File: config.mk
export PLATFORM = sky130hd
export DESIGN_NAME = amp_ui_event_gen_flat
export DESIGN_NICKNAME = d
export VERILOG_FILES = /design/src/rtl/amp_ui_event_gen_if.sv /design/src/rtl/amp_ui_event_gen.sv /design/src/flat_wrapper.sv
export SDC_FILE = /design/constraint.sdc
export NUM_CORES = 1
export LEC_CHECK = 0
export BUFFER_PORTS_ARGS = -buffer_cell sky130_fd_sc_hd__buf_2
export CAP_MARGIN = 20
export CORE_MARGIN = 3
export CORE_UTILIZATION = 50
export CTS_CLUSTER_DIAMETER = 40
export DETAILED_ROUTE_END_ITERATION = 12
export GPL_TIMING_DRIVEN = 1
export HOLD_SLACK_MARGIN = 0.05
export PLACE_DENSITY = 0.77
export SKIP_CTS_REPAIR_TIMING = 1
export SLEW_MARGIN = 20
export SYNTH_ARGS = -nofsm -noshare
export SYNTH_HDL_FRONTEND = slang
export SYNTH_SLANG_ARGS = --single-unit
File: constraint.sdc
create_clock -name clk -period 2.3 [get_ports clk]
set_input_delay 0.46 -clock clk [delete_from_list [all_inputs] [get_ports clk]]
set_output_delay 0.46 -clock clk [all_outputs]
set_load 0.005 [all_outputs]
File: src/rtl/amp_ui_event_gen_if.sv
// Signal bundle between the switch/key front end and the VGA plotter command port.
// The controller side drives raw inputs; the event generator is the slave.
interface amp_ui_event_gen_if;
  logic       sw_volume;
  logic       sw_pitch;
  logic       sw_distortion;
  logic       key_up_n;
  logic       key_down_n;
  logic [1:0] sel;
  logic       plot_busy;

  logic       VolumeTurnedOn;
  logic       VolumeTurnedOff;
  logic       PitchTurnedOn;
  logic       PitchTurnedOff;
  logic       DistortionTurnedOn;
  logic       DistortionTurnedOff;
  logic       EffectGo;
  logic       VolumeGo;
  logic       PitchGo;
  logic       DistortionGo;
  logic [6:0] volume_data;
  logic [6:0] pitch_data;
  logic [6:0] distortion_data;

  modport master (
    output sw_volume, sw_pitch, sw_distortion, key_up_n, key_down_n, sel, plot_busy,
    input  VolumeTurnedOn, VolumeTurnedOff, PitchTurnedOn, PitchTurnedOff,
           DistortionTurnedOn, DistortionTurnedOff, EffectGo, VolumeGo, PitchGo,
           DistortionGo, volume_data, pitch_data, distortion_data
  );

  modport slave (
    input  sw_volume, sw_pitch, sw_distortion, key_up_n, key_down_n, sel, plot_busy,
    output VolumeTurnedOn, VolumeTurnedOff, PitchTurnedOn, PitchTurnedOff,
           DistortionTurnedOn, DistortionTurnedOff, EffectGo, VolumeGo, PitchGo,
           DistortionGo, volume_data, pitch_data, distortion_data
  );
endinterface

File: src/rtl/amp_ui_event_gen.sv
// Turns effect switches and level keys into one-cycle plotter commands, queued while the
// plotter is busy and issued one at a time in fixed priority with a hold-off between them.
module amp_ui_event_gen #(
  parameter int unsigned HOLDOFF    = 32,
  parameter logic [6:0]  LEVEL_STEP = 7'd5,
  parameter logic [6:0]  LEVEL_MAX  = 7'd100,
  parameter logic [6:0]  LEVEL_INIT = 7'd50
) (
  input logic              clk,
  input logic              rst_n,
  amp_ui_event_gen_if.slave bus
);

  localparam int unsigned     HoldW    = $clog2(HOLDOFF);
  localparam logic [HoldW-1:0] HoldLoad = HoldW'(HOLDOFF - 1);

  typedef enum logic [1:0] {StIdle, StIssue, StGo, StHold} state_e;

  logic [2:0] sw_meta, sw_sync, sw_prev;
  logic [1:0] key_meta, key_sync, key_prev;

  always_ff @(posedge clk or negedge rst_n) begin
    if (!rst_n) begin
      sw_meta  <= '0;
      sw_sync  <= '0;
      sw_prev  <= '0;
      key_meta <= '1;
      key_sync <= '1;
      key_prev <= '1;
    end else begin
      sw_meta  <= {bus.sw_distortion, bus.sw_pitch, bus.sw_volume};
      sw_sync  <= sw_meta;
      sw_prev  <= sw_sync;
      key_meta <= {bus.key_down_n, bus.key_up_n};
      key_sync <= key_meta;
      key_prev <= key_sync;
    end
  end

  logic [2:0]      sw_rise, sw_fall;
  logic            up_press, down_press, key_act;
  logic [3:0]      sw_en;
  logic [6:0]      cur_lvl, new_lvl;
  logic [7:0]      up_sum, dn_diff;
  logic [2:0][6:0] lvl_q, lvl_d;
  logic [2:0]      lvl_set;

  assign sw_rise    = sw_sync & ~sw_prev;
  assign sw_fall    = ~sw_sync & sw_prev;
  assign up_press   = key_prev[0] & ~key_sync[0];
  assign down_press = key_prev[1] & ~key_sync[1];
  // sel == 3 lands on the constant-0 entry, so it never enables a level change
  assign sw_en      = {1'b0, sw_sync};
  assign key_act    = (up_press ^ down_press) & sw_en[bus.sel];

  always_comb begin
    cur_lvl = '0;
    case (bus.sel)
      2'd0:    cur_lvl = lvl_q[0];
      2'd1:    cur_lvl = lvl_q[1];
      2'd2:    cur_lvl = lvl_q[2];
      default: cur_lvl = '0;
    endcase
    up_sum  = {1'b0, cur_lvl} + {1'b0, LEVEL_STEP};
    dn_diff = {1'b0, cur_lvl} - {1'b0, LEVEL_STEP};
    if (up_press) begin
      new_lvl = (up_sum > {1'b0, LEVEL_MAX}) ? LEVEL_MAX : up_sum[6:0];
    end else begin
      new_lvl = dn_diff[7] ? 7'd0 : dn_diff[6:0];
    end
    lvl_d   = lvl_q;
    lvl_set = '0;
    for (int e = 0; e < 3; e++) begin
      if (key_act && bus.sel == 2'(e)) begin
        lvl_d[e]   = new_lvl;
        lvl_set[e] = 1'b1;
      end
    end
  end

  always_ff @(posedge clk or negedge rst_n) begin
    if (!rst_n) lvl_q <= {3{LEVEL_INIT}};
    else        lvl_q <= lvl_d;
  end

  // Pending bits in issue priority, bit 0 first:
  // VolOn, VolOff, PitOn, PitOff, DistOn, DistOff, LvlVol, LvlPit, LvlDist.
  state_e          state_q;
  logic [HoldW-1:0] hold_q;
  logic [8:0]      pend_q, pend_d, pend_set, pend_kill, pick, clr;
  logic            issue;

  assign pend_set  = {lvl_set, sw_fall[2], sw_rise[2], sw_fall[1], sw_rise[1],
                      sw_fall[0], sw_rise[0]};
  assign pend_kill = {3'b000, sw_rise[2], sw_fall[2], sw_rise[1], sw_fall[1],
                      sw_rise[0], sw_fall[0]};
  assign issue     = (state_q == StIdle) && (|pend_q) && !bus.plot_busy && (hold_q == '0);
  assign pick      = pend_q & (~pend_q + 9'd1);
  assign clr       = issue ? pick : 9'd0;
  // A set arriving on the issue cycle survives the clear and stays pending
  assign pend_d    = (pend_q & ~pend_kill & ~clr) | pend_set;

  always_ff @(posedge clk or negedge rst_n) begin
    if (!rst_n) pend_q <= '0;
    else        pend_q <= pend_d;
  end

  logic [9:0]      pulse_q;
  logic [2:0]      go_sel_q;
  logic [2:0][6:0] data_q;

  always_ff @(posedge clk or negedge rst_n) begin
    if (!rst_n) begin
      state_q  <= StIdle;
      hold_q   <= '0;
      go_sel_q <= '0;
      pulse_q  <= '0;
      data_q   <= {3{LEVEL_INIT}};
    end else begin
      pulse_q <= '0;
      unique case (state_q)
        StIdle: begin
          if (issue) begin
            state_q       <= StIssue;
            pulse_q[5:0]  <= pick[5:0];
            pulse_q[6]    <= |pick[8:6];
            go_sel_q      <= pick[8:6];
            for (int e = 0; e < 3; e++) begin
              if (pick[6+e]) data_q[e] <= lvl_q[e];
            end
          end
        end
        StIssue: begin
          if (|go_sel_q) begin
            state_q      <= StGo;
            pulse_q[9:7] <= go_sel_q;
          end else begin
            state_q <= StHold;
            hold_q  <= HoldLoad;
          end
        end
        StGo: begin
          state_q <= StHold;
          hold_q  <= HoldLoad;
        end
        StHold: begin
          if (hold_q == '0) state_q <= StIdle;
          else              hold_q  <= hold_q - HoldW'(1);
        end
        default: state_q <= StIdle;
      endcase
    end
  end

  assign bus.VolumeTurnedOn      = pulse_q[0];
  assign bus.VolumeTurnedOff     = pulse_q[1];
  assign bus.PitchTurnedOn       = pulse_q[2];
  assign bus.PitchTurnedOff      = pulse_q[3];
  assign bus.DistortionTurnedOn  = pulse_q[4];
  assign bus.DistortionTurnedOff = pulse_q[5];
  assign bus.EffectGo            = pulse_q[6];
  assign bus.VolumeGo            = pulse_q[7];
  assign bus.PitchGo             = pulse_q[8];
  assign bus.DistortionGo        = pulse_q[9];
  assign bus.volume_data         = data_q[0];
  assign bus.pitch_data          = data_q[1];
  assign bus.distortion_data     = data_q[2];

endmodule
File: src/flat_wrapper.sv
// flat-port wrapper written by rule: the top's interface ports become plain ports
module amp_ui_event_gen_flat 
#(
  parameter int unsigned HOLDOFF    = 32,
  parameter logic [6:0]  LEVEL_STEP = 7'd5,
  parameter logic [6:0]  LEVEL_MAX  = 7'd100,
  parameter logic [6:0]  LEVEL_INIT = 7'd50
)
  (clk, rst_n, bus_sw_volume, bus_sw_pitch, bus_sw_distortion, bus_key_up_n, bus_key_down_n, bus_sel, bus_plot_busy, bus_VolumeTurnedOn, bus_VolumeTurnedOff, bus_PitchTurnedOn, bus_PitchTurnedOff, bus_DistortionTurnedOn, bus_DistortionTurnedOff, bus_EffectGo, bus_VolumeGo, bus_PitchGo, bus_DistortionGo, bus_volume_data, bus_pitch_data, bus_distortion_data);
  amp_ui_event_gen_if bus_i ();
  input logic clk;
  input logic rst_n;
  input wire logic [$bits(bus_i.sw_volume)-1:0] bus_sw_volume;
  input wire logic [$bits(bus_i.sw_pitch)-1:0] bus_sw_pitch;
  input wire logic [$bits(bus_i.sw_distortion)-1:0] bus_sw_distortion;
  input wire logic [$bits(bus_i.key_up_n)-1:0] bus_key_up_n;
  input wire logic [$bits(bus_i.key_down_n)-1:0] bus_key_down_n;
  input wire logic [$bits(bus_i.sel)-1:0] bus_sel;
  input wire logic [$bits(bus_i.plot_busy)-1:0] bus_plot_busy;
  output wire logic [$bits(bus_i.VolumeTurnedOn)-1:0] bus_VolumeTurnedOn;
  output wire logic [$bits(bus_i.VolumeTurnedOff)-1:0] bus_VolumeTurnedOff;
  output wire logic [$bits(bus_i.PitchTurnedOn)-1:0] bus_PitchTurnedOn;
  output wire logic [$bits(bus_i.PitchTurnedOff)-1:0] bus_PitchTurnedOff;
  output wire logic [$bits(bus_i.DistortionTurnedOn)-1:0] bus_DistortionTurnedOn;
  output wire logic [$bits(bus_i.DistortionTurnedOff)-1:0] bus_DistortionTurnedOff;
  output wire logic [$bits(bus_i.EffectGo)-1:0] bus_EffectGo;
  output wire logic [$bits(bus_i.VolumeGo)-1:0] bus_VolumeGo;
  output wire logic [$bits(bus_i.PitchGo)-1:0] bus_PitchGo;
  output wire logic [$bits(bus_i.DistortionGo)-1:0] bus_DistortionGo;
  output wire logic [$bits(bus_i.volume_data)-1:0] bus_volume_data;
  output wire logic [$bits(bus_i.pitch_data)-1:0] bus_pitch_data;
  output wire logic [$bits(bus_i.distortion_data)-1:0] bus_distortion_data;
  assign bus_i.sw_volume = bus_sw_volume;
  assign bus_i.sw_pitch = bus_sw_pitch;
  assign bus_i.sw_distortion = bus_sw_distortion;
  assign bus_i.key_up_n = bus_key_up_n;
  assign bus_i.key_down_n = bus_key_down_n;
  assign bus_i.sel = bus_sel;
  assign bus_i.plot_busy = bus_plot_busy;
  assign bus_VolumeTurnedOn = bus_i.VolumeTurnedOn;
  assign bus_VolumeTurnedOff = bus_i.VolumeTurnedOff;
  assign bus_PitchTurnedOn = bus_i.PitchTurnedOn;
  assign bus_PitchTurnedOff = bus_i.PitchTurnedOff;
  assign bus_DistortionTurnedOn = bus_i.DistortionTurnedOn;
  assign bus_DistortionTurnedOff = bus_i.DistortionTurnedOff;
  assign bus_EffectGo = bus_i.EffectGo;
  assign bus_VolumeGo = bus_i.VolumeGo;
  assign bus_PitchGo = bus_i.PitchGo;
  assign bus_DistortionGo = bus_i.DistortionGo;
  assign bus_volume_data = bus_i.volume_data;
  assign bus_pitch_data = bus_i.pitch_data;
  assign bus_distortion_data = bus_i.distortion_data;
  amp_ui_event_gen #(.HOLDOFF(HOLDOFF), .LEVEL_STEP(LEVEL_STEP), .LEVEL_MAX(LEVEL_MAX), .LEVEL_INIT(LEVEL_INIT)) u_core (.clk(clk), .rst_n(rst_n), .bus(bus_i));
endmodule
==> results.md <==
- Status: complete, but fails checks
- Failing checks: setup timing
- Dominant synthesized flop cell: dfrtp_1
- Starting DRT DRC Count: 221
- CP Launch Type: flop
- CTS tree: done
- Met2 wire len: 5140 um
- Post-Syn Instances: 368
- Final #Nets: 497
- Vias/cell: 5.80
- CTS Buffer Depth: 2
- Top cell type by total area after synthesis: dfrtp_1
- Synth cell count leaders: 62 x dfrtp_1, 27 x nor2_1, 25 x mux2_2
- Met3 wire length: 582 um
- Port buffer count: 40
- Syn Area/Cell: 11.2 um2
- Largest stage delay, worst path: 400 ps
- # DRC: 0
- Area contributors post-synth: dfrtp_1 38%, dfstp_2 15%, mux2_2 6.8%
- Mapped Area: 4120 um2
- Setup TNS: -146 ps
- DR WL/cell: 18.0 um
- Post-synth EDFFs: 0
- Syn_nets: 384
- Leak: 2.51 nW
- Area of the core: 7850 um2
- Initial Utilization: 0.526
- DIE AREA: 9370 um2
- Dpl hpwl: 7760 um
- Largest net degree at the start of global routing: 38
- Clock Pin Slew Worst Setup and Hold Paths: 100 ps
- GRT overflow: 0
- F_max: 428 MHz
- Final Skew: 12.2 ps
- Critical-path cell list: mux2i_2 -> a2bb2oi_2 -> inv_1 -> ha_2 -> inv_2 -> o211ai_1 -> a311o_1 -> o31a_1 -> a22oi_2 -> buf_6 -> o21ai_1
- Metal-1 WL: 4610 um
- Share of the synthesized area in the top cell type: 0.376
- Initial antenna violation count: 0
- Placed inst area: 4950 um2
- Setup WS pre-CTS: -254 ps
- Worst Hold Class: input pin to asynchronous set/reset pin
- Synth cell types: 72
- Worst slew margin: 0.625
- Total CTS buffers: 9
- Die W: 96.8 um
- Site row count: 32
- PD cells: 975 nW/um2
- GRT Total Usage: 0.226
- CP max-delay cell: dfstp_2
- Number of global-route vias before repair: 3367
- FF/Latch Area: 2180 um2
- Finished Layout Cells: 588
- Seq/Total Area, Yosys: 0.529
- Clock Latency Late Sink: 370 ps
- Antenna-violating nets left: 0
- Final WS setup: -35.2 ps
- Syn. warnings: 0
- # IOs: 41
- RSZ-0062 raised after global routing: true
- Max Slew Vio Count: 0
- Final min period: 2340 ps
- Inst Count DP: 568
- Global-route wire length before repair: 17000 um
- WS Path Type: flop to flop
- Antenna Cells: 0
- CTS root buffer: clkbuf_8
- Share of cells above drive strength 1: 0.416
- Fin area: 5260 um2
- Worst path required time: 2600 ps
- Final core utilization: 0.670
- Final Setup Violations: 9
- Worst-path fanout max: 6
- Overall via count from detail_route: 3410
- Post-synthesis async set-or-reset flop share: 1.00
- Top layer in use: met4
- R2r startpoint: u_core.lvl_q[1]
- P&R area growth vs syn: 27.6%
- GPL Wtd Cong: 1.01
- Total chip power: 5.13 mW
- Slew @ Worst Pin: 557 ps
- Critical Path AT: 2630 ps
- Tcrit/Tclk final: 1.02
- Final hold slack: 39.0 ps
- # fillers: 604
- Max-cap violations: 0
- Crit end category: flop
- Die height: 96.8 um
- Footprint of the multi-input gates: 1900 um2
- Most frequent cell after synthesis: dfrtp_1
- Total routed wirelength: 10600 um
- Maximum ir drop on the vdd rail: 0.488 mV
- Yosys reg bits: 86
- CTS sink count: 86
- DRT Pass-1 Iters: 5
- Worst setup path start: u_core.lvl_q[1]
- Htree depth: 3
- Hold Vio Cnt, Final: 0
## power by group
part | internal (mW) | leakage, nW | switching (mW)
sequential | 1.79 | 1.02 | 0.240
combinational | 0.896 | 1.38 | 0.976
clock | 0.627 | 0.112 | 0.600
## metal layers
metal  vias up  track usage
li1       1594            -
met1      1678        0.293
met2       113        0.374
met3        25       0.0404
met4         0       0.0929
met5         -            0
## path summary, 6_finish.rpt
check	end	depth (start not counted)	slack [ps]
max in group asynchronous	u_core.bus.volume_data[5]	2	1600
min reg2reg	u_core.key_sync[1]	0	340
min	u_core.pulse_q[3]	1	40
max reg2reg	u_core.lvl_q[1]	11	-40
min in group clk	u_core.key_meta[1]	1	190
max	u_core.lvl_q[1]	11	-40
## worst max-delay path: cells and delay by family (launching register included)
family | cells | cell delay, ps
AOI/OAI and AO/OA | 6 | 1190
DFF | 1 | 400
buffers and inverters | 3 | 290
muxes | 1 | 190
adders and majority gates | 1 | 190
## final cells by class
| type | count | area share |
|---|---|---|
| Multi-Input combinational cell | 257 | 0.361 |
| Tap cell | 102 | 0.0243 |
| Clock inverter | 7 | 0.0200 |
| Timing Repair Buffer | 113 | 0.146 |
| Clock buffer | 9 | 0.0235 |
| Sequential cell | 86 | 0.415 |
| Inverter | 14 | 0.00999 |
## kinds of logic after synthesis
group	count (synthesis)	share of synthesized area
AND/OR/NAND/NOR	115	0.149
AO/OA/AOI/OAI	96	0.172
flip-flops	86	0.529
multiplexers	35	0.0934
buffers and inverters	25	0.0264
adder cells (fa/ha/maj)	8	0.0231
XOR/XNOR	3	0.00637
## layout by cell type, fill, tap and decap left out, types with 3 or more instances in the layout
cell type	count
nor3_1	6
o211ai_1	3
xnor2_1	3
and2_1	9
o21ai_0	14
o21ai_1	5
mux2i_1	8
nand2b_1	4
and3_1	4
ha_1	4
o22ai_1	3
a21oi_1	16
mux2_4	4
nor2b_1	4
o21ai_2	4
a41oi_1	3
dfrtp_1	62
nand2_1	24
nor2_1	27
buf_4	71
nand4_1	7
inv_1	12
a211oi_1	5
a21boi_0	4
dfstp_2	24
a31oi_1	5
nand3_1	11
mux2_2	21
nand3b_1	3
a22oi_1	4
clkbuf_8	9
buf_2	39
a2bb2oi_1	3
## registers in the layout, summed over array words and instances (netlist names), 3 cells and up
register                    count
u_core.bus.pitch_data           7
u_core.go_sel_q                 3
u_core.lvl_q                   21
u_core.bus.volume_data          7
u_core.sw_prev                  3
u_core.sw_meta                  3
u_core.sw_sync                  3
u_core.hold_q                   5
u_core.bus.distortion_data      7
u_core.pend_q                   9
u_core.pulse_q                 10
(Power assumes the default switching activity.)
